`src/rtl/seq_unsdiv.sv`:
```
// ---------------------------------------------------------------------------
// seq_unsdiv
//   Iterative restoring integer divider for the ALU datapath. It computes
//   a / b and returns the quotient and the remainder. One subtractor is
//   shared across iterations, so one quotient bit is resolved per clock.
//   The opcode decoder talks to it through a start/busy/done handshake.
//
//   Optional feature macro: SIGNED_DIV_EN
//     undefined : unsigned division only, no sgn_i port
//     defined   : adds sgn_i. When sgn_i=1 the operands are two's
//                 complement, and a FIX state restores the result signs.
//
// Ports
//   clk_i    in   1      clock, rising edge
//   rst_i    in   1      synchronous, active-high reset
//   start_i  in   1      request, sampled only in IDLE
//   sgn_i    in   1      signed request (SIGNED_DIV_EN builds only)
//   a_i      in   WIDTH  dividend, captured on the accepting edge
//   b_i      in   WIDTH  divisor, captured on the accepting edge
//   quot_o   out  WIDTH  quotient, held from done until the next accept
//   rem_o    out  WIDTH  remainder, held from done until the next accept
//   busy_o   out  1      operation in flight
//   done_o   out  1      one-cycle pulse, results valid in that cycle
//   dz_o     out  1      divide-by-zero flag, updated together with done
//
// Timing (E0 = accepting edge): iterations run on E1..E_WIDTH, FIN is the
// cycle that follows, and done is seen in the cycle after E_WIDTH+1.
// SIGNED_DIV_EN adds one cycle for FIX. A zero divisor skips CALC, so done
// is seen in the cycle after E1.
// ---------------------------------------------------------------------------
module seq_unsdiv #(
  parameter int WIDTH = 8
) (
  input  logic             clk_i,
  input  logic             rst_i,
  input  logic             start_i,
`ifdef SIGNED_DIV_EN
  input  logic             sgn_i,
`endif
  input  logic [WIDTH-1:0] a_i,
  input  logic [WIDTH-1:0] b_i,
  output logic [WIDTH-1:0] quot_o,
  output logic [WIDTH-1:0] rem_o,
  output logic             busy_o,
  output logic             done_o,
  output logic             dz_o
);

  localparam int CW = (WIDTH > 1) ? $clog2(WIDTH) : 1;
  localparam logic [CW-1:0] LAST_ITER = CW'(WIDTH - 1);

`ifdef SIGNED_DIV_EN
  typedef enum logic [1:0] {IDLE, CALC, FIX, FIN} state_t;
`else
  typedef enum logic [1:0] {IDLE, CALC, FIN} state_t;
`endif

  state_t           state_q;
  logic [WIDTH-1:0] p_q;
  logic [WIDTH-1:0] q_q;
  logic [WIDTH-1:0] d_q;
  logic [CW-1:0]    cnt_q;
  logic             dzPend_q;
  logic [WIDTH-1:0] quot_q;
  logic [WIDTH-1:0] rem_q;
  logic             busy_q;
  logic             done_q;
  logic             dz_q;
`ifdef SIGNED_DIV_EN
  logic             negQuot_q;
  logic             negRem_q;
`endif

  logic [WIDTH:0]   shifted;
  logic [WIDTH:0]   trial;
  logic [WIDTH-1:0] p_d;
  logic [WIDTH-1:0] q_d;
  logic [WIDTH-1:0] aMag;
  logic [WIDTH-1:0] bMag;

  // One restoring step. The full partial remainder is kept in the shift so
  // divisors with the MSB set still divide correctly. Because P < D always
  // holds, the WIDTH+1-bit difference is negative exactly when its top bit
  // is set.
  always_comb begin
    shifted = {p_q, q_q[WIDTH-1]};
    trial   = shifted - {1'b0, d_q};
    if (trial[WIDTH]) begin
      p_d = shifted[WIDTH-1:0];
      q_d = {q_q[WIDTH-2:0], 1'b0};
    end else begin
      p_d = trial[WIDTH-1:0];
      q_d = {q_q[WIDTH-2:0], 1'b1};
    end
  end

  // Operand magnitudes fed to the unsigned core. The most-negative value
  // negates to itself, which still reads as the correct unsigned magnitude.
  always_comb begin
    aMag = a_i;
    bMag = b_i;
`ifdef SIGNED_DIV_EN
    if (sgn_i && a_i[WIDTH-1]) aMag = -a_i;
    if (sgn_i && b_i[WIDTH-1]) bMag = -b_i;
`endif
  end

  // Control FSM and datapath registers. Results and flags are written on
  // the edge that leaves FIN, so busy falls on the same edge that done
  // rises, and a start held high is accepted on the edge that ends the
  // done cycle.
  always_ff @(posedge clk_i) begin
    if (rst_i) begin
      state_q   <= IDLE;
      p_q       <= '0;
      q_q       <= '0;
      d_q       <= '0;
      cnt_q     <= '0;
      dzPend_q  <= 1'b0;
      quot_q    <= '0;
      rem_q     <= '0;
      busy_q    <= 1'b0;
      done_q    <= 1'b0;
      dz_q      <= 1'b0;
`ifdef SIGNED_DIV_EN
      negQuot_q <= 1'b0;
      negRem_q  <= 1'b0;
`endif
    end else begin
      done_q <= 1'b0;
      case (state_q)
        IDLE: begin
          if (start_i) begin
            busy_q <= 1'b1;
            dz_q   <= 1'b0;
            p_q    <= '0;
            d_q    <= b_i;
            cnt_q  <= '0;
`ifdef SIGNED_DIV_EN
            negQuot_q <= sgn_i & (a_i[WIDTH-1] ^ b_i[WIDTH-1]);
            negRem_q  <= sgn_i & a_i[WIDTH-1];
`endif
            // A zero divisor keeps the raw dividend so it can be returned
            // as the remainder.
            if (b_i == '0) begin
              q_q      <= a_i;
              dzPend_q <= 1'b1;
              state_q  <= FIN;
            end else begin
              q_q      <= aMag;
              d_q      <= bMag;
              dzPend_q <= 1'b0;
              state_q  <= CALC;
            end
          end
        end
        CALC: begin
          p_q   <= p_d;
          q_q   <= q_d;
          cnt_q <= cnt_q + 1'b1;
          if (cnt_q == LAST_ITER) begin
`ifdef SIGNED_DIV_EN
            state_q <= FIX;
`else
            state_q <= FIN;
`endif
          end
        end
`ifdef SIGNED_DIV_EN
        FIX: begin
          if (negQuot_q) q_q <= -q_q;
          if (negRem_q)  p_q <= -p_q;
          state_q <= FIN;
        end
`endif
        FIN: begin
          busy_q  <= 1'b0;
          done_q  <= 1'b1;
          state_q <= IDLE;
          if (dzPend_q) begin
            quot_q <= '1;
            rem_q  <= q_q;
            dz_q   <= 1'b1;
          end else begin
            quot_q <= q_q;
            rem_q  <= p_q;
            dz_q   <= 1'b0;
          end
        end
        default: state_q <= IDLE;
      endcase
    end
  end

  assign quot_o = quot_q;
  assign rem_o  = rem_q;
  assign busy_o = busy_q;
  assign done_o = done_q;
  assign dz_o   = dz_q;

endmodule

```
`config.mk`:
```
export PLATFORM = sky130hd
export DESIGN_NAME = seq_unsdiv
export DESIGN_NICKNAME = d
export VERILOG_FILES = /design/src/rtl/seq_unsdiv.sv
export SDC_FILE = /design/constraint.sdc
export NUM_CORES = 1
export LEC_CHECK = 0
export CORE_AREA = 2 2 62 123
export DETAILED_ROUTE_END_ITERATION = 10
export DIE_AREA = 0 0 64 125
export GPL_ROUTABILITY_DRIVEN = 0
export PLACE_DENSITY_LB_ADDON = 0.08
export SYNTH_ARGS = -nofsm -noshare
export SYNTH_HDL_FRONTEND = slang
export SYNTH_SLANG_ARGS = --single-unit
export TNS_END_PERCENT = 100
```
`constraint.sdc`:
```
create_clock -name clk_i -period 5.16 [get_ports clk_i]
set_input_delay 1.032 -clock clk_i [delete_from_list [all_inputs] [get_ports clk_i]]
set_output_delay 1.032 -clock clk_i [all_outputs]
set_load 0.005 [all_outputs]
```
* Word level (Yosys, flattened, before mapping)
Cells that the tools add are included.
** Cells by class
- $add $sub $neg :: 2
- Multiply operators :: 0
- Div/mod/pow operators :: 0
- $lt $le $gt $ge :: 0
- Eq/ne operators :: 5
- Shift-type cells :: 0
- Muxes and demuxes :: 21
- Bitwise gates (word level) :: 0
- Reductions and logical operators :: 8
** Operators by type and width (count)
- 8-bit two-way mux :: 5
- 8-bit one-hot mux with 2 select lines :: 2
- 9-bit by 8-bit subtractor with 9-bit output :: 1
- 8-bit logical NOT :: 1
- 2-bit AND reduction :: 4
- 1-bit two-way mux :: 6
- 2-bit two-way mux :: 3
- 3-bit one-hot mux with 2 select lines :: 1
- 2-bit inequality test, second input constant :: 2
- 1-bit one-hot mux with 2 select lines :: 2
- 2-bit one-hot mux with 2 select lines :: 1
- 2-bit nonzero test :: 2
- 3-bit by 1-bit adder with 3-bit output, second input constant :: 1
- 3-bit equality test, second input constant :: 1
- 3-bit two-way mux :: 1
- 2-bit by 1-bit equality test with 1-bit output, second input constant :: 1
- 2-bit equality test, second input constant :: 1
- 2-bit logical NOT :: 1
** Storage, ports and cells
- Register bits after elaboration :: 49
- Bits in latches :: 0
- Bits in writable memories :: 0
- Bits in read-only memories :: 0
- Output and inout port bits :: 19
- Logic and storage cells :: 47
- Memories kept :: 0

* Logic depth before layout (Yosys ltp)
Gate-level depths: netlist of run 1.
- Depth in word-level cells :: 4
- Gate-level depth with buffers :: 10

* Least setup slack after synthesis of run 1
OpenSTA, ideal clock, no wires.
- Kind :: register to register
- From :: register q_q[7]
- To :: register p_q[1]
- Library setup time :: 0.062 ns
- Arrival :: 2.132 ns
- Path slack :: 2.966 ns
- Stages on the path, launching flop included :: 11
- Buffers on the path :: 1
- Path through :: dfxtp_1 inv_1 ha_1 fa_1 and2b_2 o211ai_4 a31oi_4 xnor2_2 buf_6 or3_1 nand3_1
** On the way
- Cells in the longest elaborated chain, start to end :: 3
** RTL lines
- start: declaration :: RTL line 60 : logic [WIDTH-1:0] q_q;
- start signal: assignment :: RTL line 146 : q_q <= a_i;
- start signal: assignment :: RTL line 150 : q_q <= aMag;
- start signal: assignment :: RTL line 159 : q_q <= q_d;
- 9-bit by 8-bit subtractor with 9-bit output :: RTL line 87 : trial = shifted - {1'b0, d_q};
- 8-bit two-way mux :: RTL line 88 : if (trial[WIDTH]) begin
- 8-bit one-hot mux with 2 select lines :: RTL line 131 : case (state_q)
- end signal: assignment :: RTL line 158 : p_q <= p_d;
- end: declaration :: RTL line 59 : logic [WIDTH-1:0] p_q;
Every way passes these cells.
A chain may end at the register's enable or synchronous reset.

* Worst setup path after layout of run 1
- From :: input port start_i
- To :: register p_q[7]
** On the way
- Cells in the longest elaborated chain, start to end :: 2
** RTL lines
- start: declaration :: RTL line 36 : input logic start_i,
- 2-bit inequality test (no line)
- 2-bit AND reduction (no line)
Every way passes these cells.

==> impl_metrics.env, run 1 <==
export IMPL_critical_path_required_ns=5.34
export IMPL_placementRows=44
export IMPL_part_of_the_yosys_area_used_for_sequential_elements_pct=40.9
export IMPL_critPathKind="in2reg"
export IMPL_p_sw_uw=278
export IMPL_synth_seq_cells=49
export IMPL_timing_worst_slew_pin_value_ns=0.964
export IMPL_grt_total_usage_pct=15.1
export IMPL_post_drt_wl_per_cell_um=13.7
export IMPL_synth_top_family_by_area="simple AND/OR/NAND/NOR gates"
export IMPL_synth_warning_count=0
export IMPL_netlist_area_um2=2400
export IMPL_comb_pwr_share_pct=21.8
export IMPL_vdd_drop_max_mv=0.225
export IMPL_fin_setup_tns_ns=0
export IMPL_most_instantiated_flip_flop_cell_in_the_synthesis_netlist="sky130_fd_sc_hd__dfxtp_1"
export IMPL_layout_filler_cells=724
export IMPL_yosys_mux_area_fraction_pct=5.85
export IMPL_outcome="finished, final reports clean"
export IMPL_drt_drc_violations_left=0
export IMPL_clock_skew_final_ns=0.00552
export IMPL_synth_distinct_cells=44
export IMPL_synth_xor_area_share_pct=2.51
export IMPL_first_pass_grt_wire_length_mm=9.59
export IMPL_type_of_the_worst_min_delay_path="reg2reg"
export IMPL_achievable_frequency_mhz=344
export IMPL_postRouteWirelength_mm=5.63
export IMPL_power_density_nw_per_um2=321
export IMPL_switching_share_pct=29.2
export IMPL_final_min_clock_period_ns=2.91
export IMPL_cts_tree="done"
export IMPL_p_int_uw=676
export IMPL_drtIter0Drc=77
export IMPL_pwr_share_clk_pct=34.3
export IMPL_max_clock_path_buffers=2
export IMPL_grt_start_max_net_pins=45
export IMPL_first_pass_iters=4
export IMPL_die_area_um2=8000
export IMPL_post_cts_buffers=0
export IMPL_synth_compound_area_share_pct=15.8
export IMPL_synthArstFlopShare_pct=0
export IMPL_crit_fanout=16
export IMPL_starting_density_of_the_core_pct=33.8
export IMPL_grt_ovfl_total=0
export IMPL_port_buffers=37
export IMPL_dp_hpwl_mm=4.15
export IMPL_cts_root_buf="sky130_fd_sc_hd__clkbuf_16"
export IMPL_die_height_um=125
export IMPL_period_share_pct=56.4
export IMPL_timing_final_setup_violations=0
export IMPL_max_cap_viol_count=0
export IMPL_die_width_um=64
export IMPL_num_antenna_cells=0
export IMPL_ctsHoldBuffers=0
export IMPL_depth_of_the_cts_h_tree=2
export IMPL_relSlewSlack_pct=35.5
export IMPL_synth_avg_cell_area_um2=8.30
export IMPL_vias_in_the_first_global_route=2014
export IMPL_clk_pin_slew_worst_paths_ns=0.06
export IMPL_io_pins=38
export IMPL_viasPerCell=4.98
export IMPL_timing_final_hold_violations=0
export IMPL_antenna_violations_before_repair=0
export IMPL_ff_latch_area_um2=981
export IMPL_nNetsFinal=347
export IMPL_timing_critical_path_from_type="primary input"
export IMPL_power_sequential_fraction_pct=44.0
export IMPL_worst_r2r_cell_count=9
export IMPL_clock_sinks=49
export IMPL_multiInputGateArea_um2=1310
export IMPL_leakagePower_uw=0.00106
export IMPL_area_growth_synth_to_final_pct=23.9
export IMPL_post_route_cells_drive_above_1_share_pct=6.29
export IMPL_vias=2042
export IMPL_cts_inserted_buffers=5
export IMPL_yosys_area_share_adder_pct=6.05
export IMPL_maxSlewViolCount=0
export IMPL_postSynthCellCount=289
export IMPL_hold_depth=2
export IMPL_cp_arrival_ns=3.09
export IMPL_rsz_0062_raised_after_global_routing="false"
export IMPL_clk_latency_ns=0.29
export IMPL_synth_simple_gate_area_share_pct=24.3
export IMPL_setup_worst_path_end_class="register"
export IMPL_post_cts_resized_instances=0
export IMPL_core_area_um2=7100
export IMPL_dpl_cell_count=402
export IMPL_postRouteAntennaNets=0
export IMPL_postSynthNetCount=319
export IMPL_synth_edff_count=0
export IMPL_final_cell_count_no_fill=410
[synth_stat cells (2+ instances only)]
master / number / share of area, %
sky130_fd_sc_hd__a211oi_1: 9 / 2.8
sky130_fd_sc_hd__a21oi_1: 17 / 3.5
sky130_fd_sc_hd__a311oi_1: 7 / 2.6
sky130_fd_sc_hd__clkbuf_1: 16 / 2.5
sky130_fd_sc_hd__dfxtp_1: 49 / 41
sky130_fd_sc_hd__ha_1: 10 / 5.2
sky130_fd_sc_hd__inv_1: 9 / 1.4
sky130_fd_sc_hd__mux2i_1: 14 / 5.8
sky130_fd_sc_hd__nand2_1: 49 / 7.7
sky130_fd_sc_hd__nand2b_1: 4 / 1.0
sky130_fd_sc_hd__nand3_1: 8 / 1.7
sky130_fd_sc_hd__nor2_1: 36 / 5.6
sky130_fd_sc_hd__nor2b_1: 4 / 1.0
sky130_fd_sc_hd__nor3_1: 18 / 3.8
sky130_fd_sc_hd__o21a_1: 2 / 0.63
sky130_fd_sc_hd__o21ai_1: 4 / 0.84
sky130_fd_sc_hd__or3_1: 2 / 0.52
sky130_fd_sc_hd__or4_1: 2 / 0.63
sky130_fd_sc_hd__xnor2_1: 3 / 1.1
sky130_fd_sc_hd__xor2_1: 2 / 0.73
[state kept, by name (all words and copies together), names as in the netlist, 2 cells and up]
register and cells:
d_q 8, p_q 8, q_q 8, quot_o 8
rem_o 8, cnt_q 3, state_q 2
[area by class of cell]
| cell class | count | area share [%] |
|---|---|---|
| Clock buffer | 5 | 4.21 |
| Multi-Input combinational cell | 213 | 44.0 |
| Tap cell | 92 | 3.88 |
| Clock inverter | 3 | 0.716 |
| Sequential cell | 49 | 33.0 |
| Timing Repair Buffer | 39 | 13.0 |
| Inverter | 9 | 1.14 |
[metrics by stage]
stage | cell area [um2] | util [%] | power, uW | worst slack (ns) | hold slack, ns
after detailed placement | 2820 | 39.7 | 639 | 1.93 | 0.457
after CTS | 2970 | 41.8 | 972 | 2.23 | 0.466
after global placement | 2820 | 39.7 | 637 | 1.98 | 0.447
after global routing | 2970 | 41.8 | 1010 | 2.09 | 0.489
after floorplan | 2400 | - | 595 | 2.97 | 0.436
final | 2970 | 41.8 | 954 | 2.25 | 0.463
[path summary, 6_finish.rpt]
check	slack, ns	endpoint	startpoint
setup reg to reg	2.66	p_q[1]	q_q[7]
setup / recovery	2.25	p_q[7]	start_i
hold / removal	0.46	d_q[0]	d_q[0]
hold reg to reg	0.46	d_q[0]	d_q[0]
[cells in the final DEF, fill, tap and decap left out, types with 2 or more instances in the layout]
cell	instances
sky130_fd_sc_hd__xor2_1	2
sky130_fd_sc_hd__or4_1	2
sky130_fd_sc_hd__nor2_1	36
sky130_fd_sc_hd__clkbuf_16	5
sky130_fd_sc_hd__nand2_1	49
sky130_fd_sc_hd__nand3_1	8
sky130_fd_sc_hd__inv_1	9
sky130_fd_sc_hd__clkdlybuf4s50_1	37
sky130_fd_sc_hd__or3_1	2
sky130_fd_sc_hd__buf_4	2
sky130_fd_sc_hd__a311oi_1	7
sky130_fd_sc_hd__nor2b_1	4
sky130_fd_sc_hd__ha_1	10
sky130_fd_sc_hd__a21oi_1	17
sky130_fd_sc_hd__dfxtp_1	49
sky130_fd_sc_hd__o21ai_1	4
sky130_fd_sc_hd__nor3_1	18
sky130_fd_sc_hd__mux2i_1	14
sky130_fd_sc_hd__xnor2_1	3
sky130_fd_sc_hd__nand2b_1	4
sky130_fd_sc_hd__o21a_1	2
sky130_fd_sc_hd__a211oi_1	9
[worst max-delay path, stage by stage]
cell	delay, ns
sky130_fd_sc_hd__clkdlybuf4s50_1	0.51
sky130_fd_sc_hd__nor2_1	0.06
sky130_fd_sc_hd__nor2_1	0.73
sky130_fd_sc_hd__nor2_1	0.33
sky130_fd_sc_hd__a221oi_1	0.35
sky130_fd_sc_hd__nand2_1	0.07
[power groups by stage]
stage	logic (uW)	registers, uW	clock network [uW]
2_1_floorplan	176	419	0
3_3_place_gp	209	429	0
3_5_place_dp	210	429	0
4_1_cts	211	420	340
5_1_grt	233	423	354
6_report	208	420	327
[cells by family after synthesis]
| family | count (synthesis) |
|---|---|
| simple gates | 130 |
| mux | 14 |
| xor+xnor | 6 |
| fa+ha+maj | 11 |
| buf+inv | 27 |
| flops | 49 |
| compound gates | 52 |
[per-layer routing]
metal	GRT usage, %	routed length, um	share of wire [%]	vias to the layer above
met5	0	0	0	-
met4	7.54	171	3.0	0
li1	-	-	-	1056
met1	17.9	2390	42	936
met2	25.6	2930	52	38
met3	2.70	144	2.6	12
(Power assumes the default switching activity.)
==> run 2: changes to the inputs <==
==> constraint.sdc (replaced) <==
create_clock -name clk_i -period 2.5 [get_ports clk_i]
set_input_delay 0.5 -clock clk_i [delete_from_list [all_inputs] [get_ports clk_i]]
set_output_delay 0.5 -clock clk_i [all_outputs]
set_load 0.005 [all_outputs]
==> run 2 against run 1 <==
Critical path depth up 3. Non-clock buffer count up 7. Flip-flop and latch count did not move. Sequential power increased by 110%. Hold slack worse by 0.0058 ns. Combinational power increased by 120%. Cell area increased by 3.0%. Count of clock-buffer cells in the layout grew 2. Register-to-register slack worse by 2.4 ns.
==> impl_metrics.env, run 2 (same netlist as run 1, synthesis figures left out) <==
export IMPL_die_area_um2=8000
export IMPL_dpl_cell_count=409
export IMPL_antenna_violations_before_repair=0
export IMPL_rsz_0062_raised_after_global_routing="false"
export IMPL_postRouteAntennaNets=0
export IMPL_num_antenna_cells=0
export IMPL_placementRows=44
export IMPL_die_height_um=125
export IMPL_post_drt_wl_per_cell_um=13.9
export IMPL_io_pins=38
export IMPL_drt_drc_violations_left=0
export IMPL_post_cts_buffers=0
export IMPL_grt_total_usage_pct=15.6
export IMPL_achievable_frequency_mhz=438
export IMPL_fin_setup_tns_ns=0
export IMPL_power_sequential_fraction_pct=40.8
export IMPL_comb_pwr_share_pct=22.1
export IMPL_core_area_um2=7100
export IMPL_clock_skew_final_ns=0.00506
export IMPL_vdd_drop_max_mv=0.521
export IMPL_timing_final_hold_violations=0
export IMPL_final_min_clock_period_ns=2.28
export IMPL_maxSlewViolCount=0
export IMPL_grt_start_max_net_pins=41
export IMPL_cts_tree="done"
export IMPL_cts_inserted_buffers=5
export IMPL_final_cell_count_no_fill=417
export IMPL_ctsHoldBuffers=0
export IMPL_cp_arrival_ns=2.51
export IMPL_max_clock_path_buffers=2
export IMPL_clk_latency_ns=0.29
export IMPL_starting_density_of_the_core_pct=33.8
export IMPL_critical_path_slowest_stage_cell="sky130_fd_sc_hd__fa_1"
export IMPL_vias_in_the_first_global_route=1988
export IMPL_pwr_share_clk_pct=37.1
export IMPL_timing_worst_slew_pin_value_ns=0.857
export IMPL_switching_share_pct=27.0
export IMPL_timing_critical_path_from_type="register"
export IMPL_clk_pin_slew_worst_paths_ns=0.07
export IMPL_most_used_cells_in_the_layout_excluding_fill_and_tap_cells="sky130_fd_sc_hd__nand2_1 (49), sky130_fd_sc_hd__dfxtp_1 (49), sky130_fd_sc_hd__clkdlybuf4s50_1 (37)"
export IMPL_first_pass_grt_wire_length_mm=9.74
export IMPL_setup_worst_path_end_class="register"
export IMPL_grt_ovfl_total=0
export IMPL_drtIter0Drc=108
export IMPL_type_of_the_worst_min_delay_path="reg2reg"
export IMPL_p_sw_uw=571
export IMPL_vias=2082
export IMPL_first_pass_iters=4
export IMPL_crit_buf_inv=1
export IMPL_die_width_um=64
export IMPL_critPathKind="reg2reg"
export IMPL_leakagePower_uw=0.00111
export IMPL_p_int_uw=1540
export IMPL_final_design_utilization_pct=43.1
export IMPL_postRouteWirelength_mm=5.79
export IMPL_post_cts_resized_instances=0
export IMPL_period_share_pct=91.4
export IMPL_nNetsFinal=354
export IMPL_timing_final_setup_violations=0
export IMPL_cts_root_buf="sky130_fd_sc_hd__clkbuf_16"
export IMPL_power_density_nw_per_um2=691
export IMPL_port_buffers=37
export IMPL_critPathMaxStageDelay_ns=0.40
export IMPL_relSlewSlack_pct=42.8
export IMPL_viasPerCell=4.99
export IMPL_dp_hpwl_mm=4.43
export IMPL_crit_family="simple AND/OR/NAND/NOR gates"
export IMPL_critical_path_cell_chain="inv_1 -> ha_1 -> fa_1 -> and2b_2 -> o211ai_4 -> a31oi_4 -> xnor2_4 -> or3_1 -> nand3_1"
export IMPL_reg2reg_setup_slack_ns=0.22
export IMPL_crit_fanout=11
export IMPL_clock_sinks=49
export IMPL_outcome="finished, final reports clean"
export IMPL_area_growth_synth_to_final_pct=27.6
export IMPL_max_cap_viol_count=0
export IMPL_design_power_total_uw=2110
export IMPL_depth_of_the_cts_h_tree=2
export IMPL_post_route_cells_drive_above_1_share_pct=8.00
export IMPL_critical_path_required_ns=2.73
-- run 2: area by class of cell --
type                       count  area [um2]
clock buffer                   7         143
clock inverter                 1        30.0
fill                         728        4040
inverter                       9        33.8
multi-input combinational    213        1320
sequential                    49         981
tap                           92         115
timing repair buffer          46         438
-- run 2: power groups by stage --
stage / Combinational, uW / Sequential [uW] / Clock (uW)
2_1_floorplan: 363 / 865 / 0
5_1_grt: 518 / 868 / 839
3_5_place_dp: 453 / 881 / 0
4_1_cts: 455 / 862 / 808
3_3_place_gp: 449 / 880 / 0
6_report: 467 / 863 / 785
-- run 2: worst paths after layout --
kind	start	endpoint	cells past startpoint
setup / recovery	q_q[7]	p_q[1]	9
setup reg to reg	q_q[7]	p_q[1]	9
hold reg to reg	d_q[6]	d_q[6]	2
hold / removal	d_q[6]	d_q[6]	2
-- run 2: worst register-to-register path, stage by stage, from the launching register on --
cell and delay (ns):
sky130_fd_sc_hd__dfxtp_1 0.33, sky130_fd_sc_hd__inv_1 0.05, sky130_fd_sc_hd__ha_1 0.21, sky130_fd_sc_hd__fa_1 0.40, sky130_fd_sc_hd__and2b_2 0.26, sky130_fd_sc_hd__o211ai_4 0.09, sky130_fd_sc_hd__a31oi_4 0.26, sky130_fd_sc_hd__xnor2_4 0.17
sky130_fd_sc_hd__or3_1 0.36, sky130_fd_sc_hd__nand3_1 0.09
-- run 2: per-layer routing --
metal | vias to the layer above | share of wire, % | track usage [%]
li1 | 1071 | - | -
met1 | 972 | 42 | 18.0
met2 | 34 | 54 | 27.8
met3 | 5 | 2.8 | 3.15
met4 | 0 | 1.6 | 5.37
met5 | - | 0 | 0
-- run 2: metrics by stage --
stage                     cell area, um2  worst slack [ns]  hold slack [ns]
after detailed placement            2880             0.148            0.448
after global routing                3060            0.0869            0.479
after CTS                           3050             0.131            0.458
after global placement              2880             0.210            0.445
after floorplan                     2400             0.306            0.436
final                               3060             0.216            0.458
==> run 3: changes to the inputs <==
--- a/config.mk
+++ b/config.mk
@@ -5,10 +5,13 @@
 export SDC_FILE = /design/constraint.sdc
 export NUM_CORES = 1
 export LEC_CHECK = 0
+export CAP_MARGIN = 20
 export CORE_AREA = 2 2 62 123
+export CTS_BUF_LIST = sky130_fd_sc_hd__clkbuf_8
 export DETAILED_ROUTE_END_ITERATION = 10
 export DIE_AREA = 0 0 64 125
 export GPL_ROUTABILITY_DRIVEN = 0
+export GPL_TIMING_DRIVEN = 0
 export PLACE_DENSITY_LB_ADDON = 0.08
 export SYNTH_ARGS = -nofsm -noshare
 export SYNTH_HDL_FRONTEND = slang
==> run 3 against run 2 <==
Fmax shrank 1.6%. Global-route usage shrank 0.20 points. Count of clock-buffer cells in the layout shrank 1. Power shrank 12%. Worst setup slack lost 0.037 ns. Flip-flop and latch count is the same. Sequential power is essentially flat. Cell area shrank 2.1%. Highest routed layer unchanged.
==> impl_metrics.env, run 3 (same netlist as run 1, synthesis figures left out) <==
export IMPL_outcome="finished, final reports clean"
export IMPL_relSlewSlack_pct=57.8
export IMPL_drtIter0Drc=62
export IMPL_p_sw_uw=561
export IMPL_nNetsFinal=365
export IMPL_postRouteWirelength_mm=5.82
export IMPL_achievable_frequency_mhz=431
export IMPL_setup_worst_path_end_class="register"
export IMPL_first_pass_grt_wire_length_mm=9.78
export IMPL_drt_drc_violations_left=0
export IMPL_grt_ovfl_total=0
export IMPL_dp_hpwl_mm=4.51
export IMPL_die_height_um=125
export IMPL_viasPerCell=4.87
export IMPL_antenna_violations_before_repair=0
export IMPL_post_route_cells_drive_above_1_share_pct=7.14
export IMPL_cp_arrival_ns=2.56
export IMPL_power_sequential_fraction_pct=46.7
export IMPL_num_antenna_cells=0
export IMPL_io_pins=38
export IMPL_vdd_drop_max_mv=0.375
export IMPL_reg2reg_setup_slack_ns=0.18
export IMPL_critPathKind="reg2reg"
export IMPL_crit_fanout=5
export IMPL_most_used_cells_in_the_layout_excluding_fill_and_tap_cells="sky130_fd_sc_hd__nand2_1 (49), sky130_fd_sc_hd__dfxtp_1 (48), sky130_fd_sc_hd__nor2_1 (36), sky130_fd_sc_hd__clkdlybuf4s50_1 (36), sky130_fd_sc_hd__nor3_1 (18)"
export IMPL_switching_share_pct=30.2
export IMPL_core_area_um2=7100
export IMPL_placementRows=44
export IMPL_final_design_utilization_pct=42.2
export IMPL_leakagePower_uw=0.00106
export IMPL_clock_sinks=49
export IMPL_pwr_share_clk_pct=26.5
export IMPL_starting_density_of_the_core_pct=33.8
export IMPL_clk_latency_ns=0.30
export IMPL_ctsHoldBuffers=0
export IMPL_timing_worst_slew_pin_value_ns=0.634
export IMPL_postRouteAntennaNets=0
export IMPL_vias=2085
export IMPL_most_common_cell_after_layout_fill_and_taps_aside="sky130_fd_sc_hd__nand2_1"
export IMPL_depth_of_the_cts_h_tree=2
export IMPL_clock_skew_final_ns=0.0119
export IMPL_grt_start_max_net_pins=16
export IMPL_die_width_um=64
export IMPL_p_int_uw=1300
export IMPL_grt_total_usage_pct=15.4
export IMPL_final_min_clock_period_ns=2.32
export IMPL_worst_r2r_cell_count=10
export IMPL_end_of_the_worst_hold_path="busy_o"
export IMPL_comb_pwr_share_pct=26.9
export IMPL_maxSlewViolCount=0
export IMPL_max_clock_path_buffers=2
export IMPL_clk_pin_slew_worst_paths_ns=0.09
export IMPL_hold_start="busy_o"
export IMPL_setup_worst_path_start="q_q[7]"
export IMPL_power_density_nw_per_um2=620
export IMPL_critical_path_required_ns=2.74
export IMPL_max_cap_viol_count=0
export IMPL_port_buffers=36
export IMPL_cts_root_buf="sky130_fd_sc_hd__clkbuf_8"
export IMPL_hold_depth=2
export IMPL_die_area_um2=8000
export IMPL_type_of_the_worst_min_delay_path="reg2reg"
export IMPL_timing_critical_path_from_type="register"
export IMPL_end_of_the_worst_register_to_register_path="p_q[1]"
export IMPL_timing_final_setup_violations=0
export IMPL_worst_r2r_startpoint="q_q[7]"
export IMPL_design_power_total_uw=1860
export IMPL_cts_tree="done"
export IMPL_area_growth_synth_to_final_pct=24.9
export IMPL_timing_final_hold_violations=0
export IMPL_cts_inserted_buffers=5
export IMPL_vias_in_the_first_global_route=2050
export IMPL_fin_setup_tns_ns=0
export IMPL_first_pass_iters=4
export IMPL_period_share_pct=92.8
export IMPL_post_drt_wl_per_cell_um=13.6
export IMPL_rsz_0062_raised_after_global_routing="false"
[run 3: worst max-delay path by stage]
stage,cells past startpoint,to
global placement,10,p_q[4]
floorplan,10,p_q[1]
global route,10,p_q[5]
finish,10,p_q[1]
detailed placement,10,p_q[2]
CTS,10,p_q[2]
[run 3: worst max-delay path, cell delays in order (launching register included)]
cell,delay (ns)
sky130_fd_sc_hd__dfxtp_4,0.39
sky130_fd_sc_hd__inv_1,0.05
sky130_fd_sc_hd__ha_1,0.22
sky130_fd_sc_hd__fa_2,0.35
sky130_fd_sc_hd__and2b_2,0.26
sky130_fd_sc_hd__o211ai_4,0.09
sky130_fd_sc_hd__a31oi_4,0.24
sky130_fd_sc_hd__xnor2_2,0.11
sky130_fd_sc_hd__buf_2,0.16
sky130_fd_sc_hd__or3_1,0.30
sky130_fd_sc_hd__nand3_1,0.08
[run 3: layout make-up]
| class | instances | area [um2] |
|---|---|---|
| plain buffers | 18 | 75.1 |
| clock buffers | 6 | 82.6 |
| clock inverters | 2 | 13.8 |
| fillers | 759 | 4110 |
| inverters | 9 | 33.8 |
| multi-input cells | 213 | 1310 |
| flip-flops and latches | 49 | 985 |
| well taps | 92 | 115 |
| repair buffers | 39 | 380 |
[run 3: power by group through the flow]
stage	clock network, uW	registers, uW	logic, uW
global route	546	874	553
global placement	0	885	458
CTS	504	868	468
floorplan	0	865	363
detailed placement	0	885	465
finish	491	866	498
[run 3: routing by layer]
metal,global-route usage (%),share of wire (%),vias up
met5,0,0,-
met1,18.9,45,959
li1,-,-,1090
met4,4.60,1.4,0
met2,27.2,51,30
met3,2.25,2.2,6
[run 3: per-stage QoR]
stage / instance area [um2] / hold slack (ns) / instances / setup WS, ns
after floorplan: 2400 / 0.436 / 289 / 0.306
after global placement: 2870 / 0.446 / 417 / 0.0409
after detailed placement: 2870 / 0.455 / 417 / 0.0168
after CTS: 2970 / 0.470 / 425 / 0.0694
after global routing: 3000 / 0.489 / 428 / 0.0533
final: 3000 / 0.467 / 428 / 0.179
[run 3: timing repair]
item / 4_1_cts / 5_1_grt
pin swaps: 0 / 1
hold endpoints to repair: 0 / 0
cloned: 0 / 1
resized for setup: 1 / 2
setup buffers: 0 / 2
endpoints found under the setup margin: 4 / 5
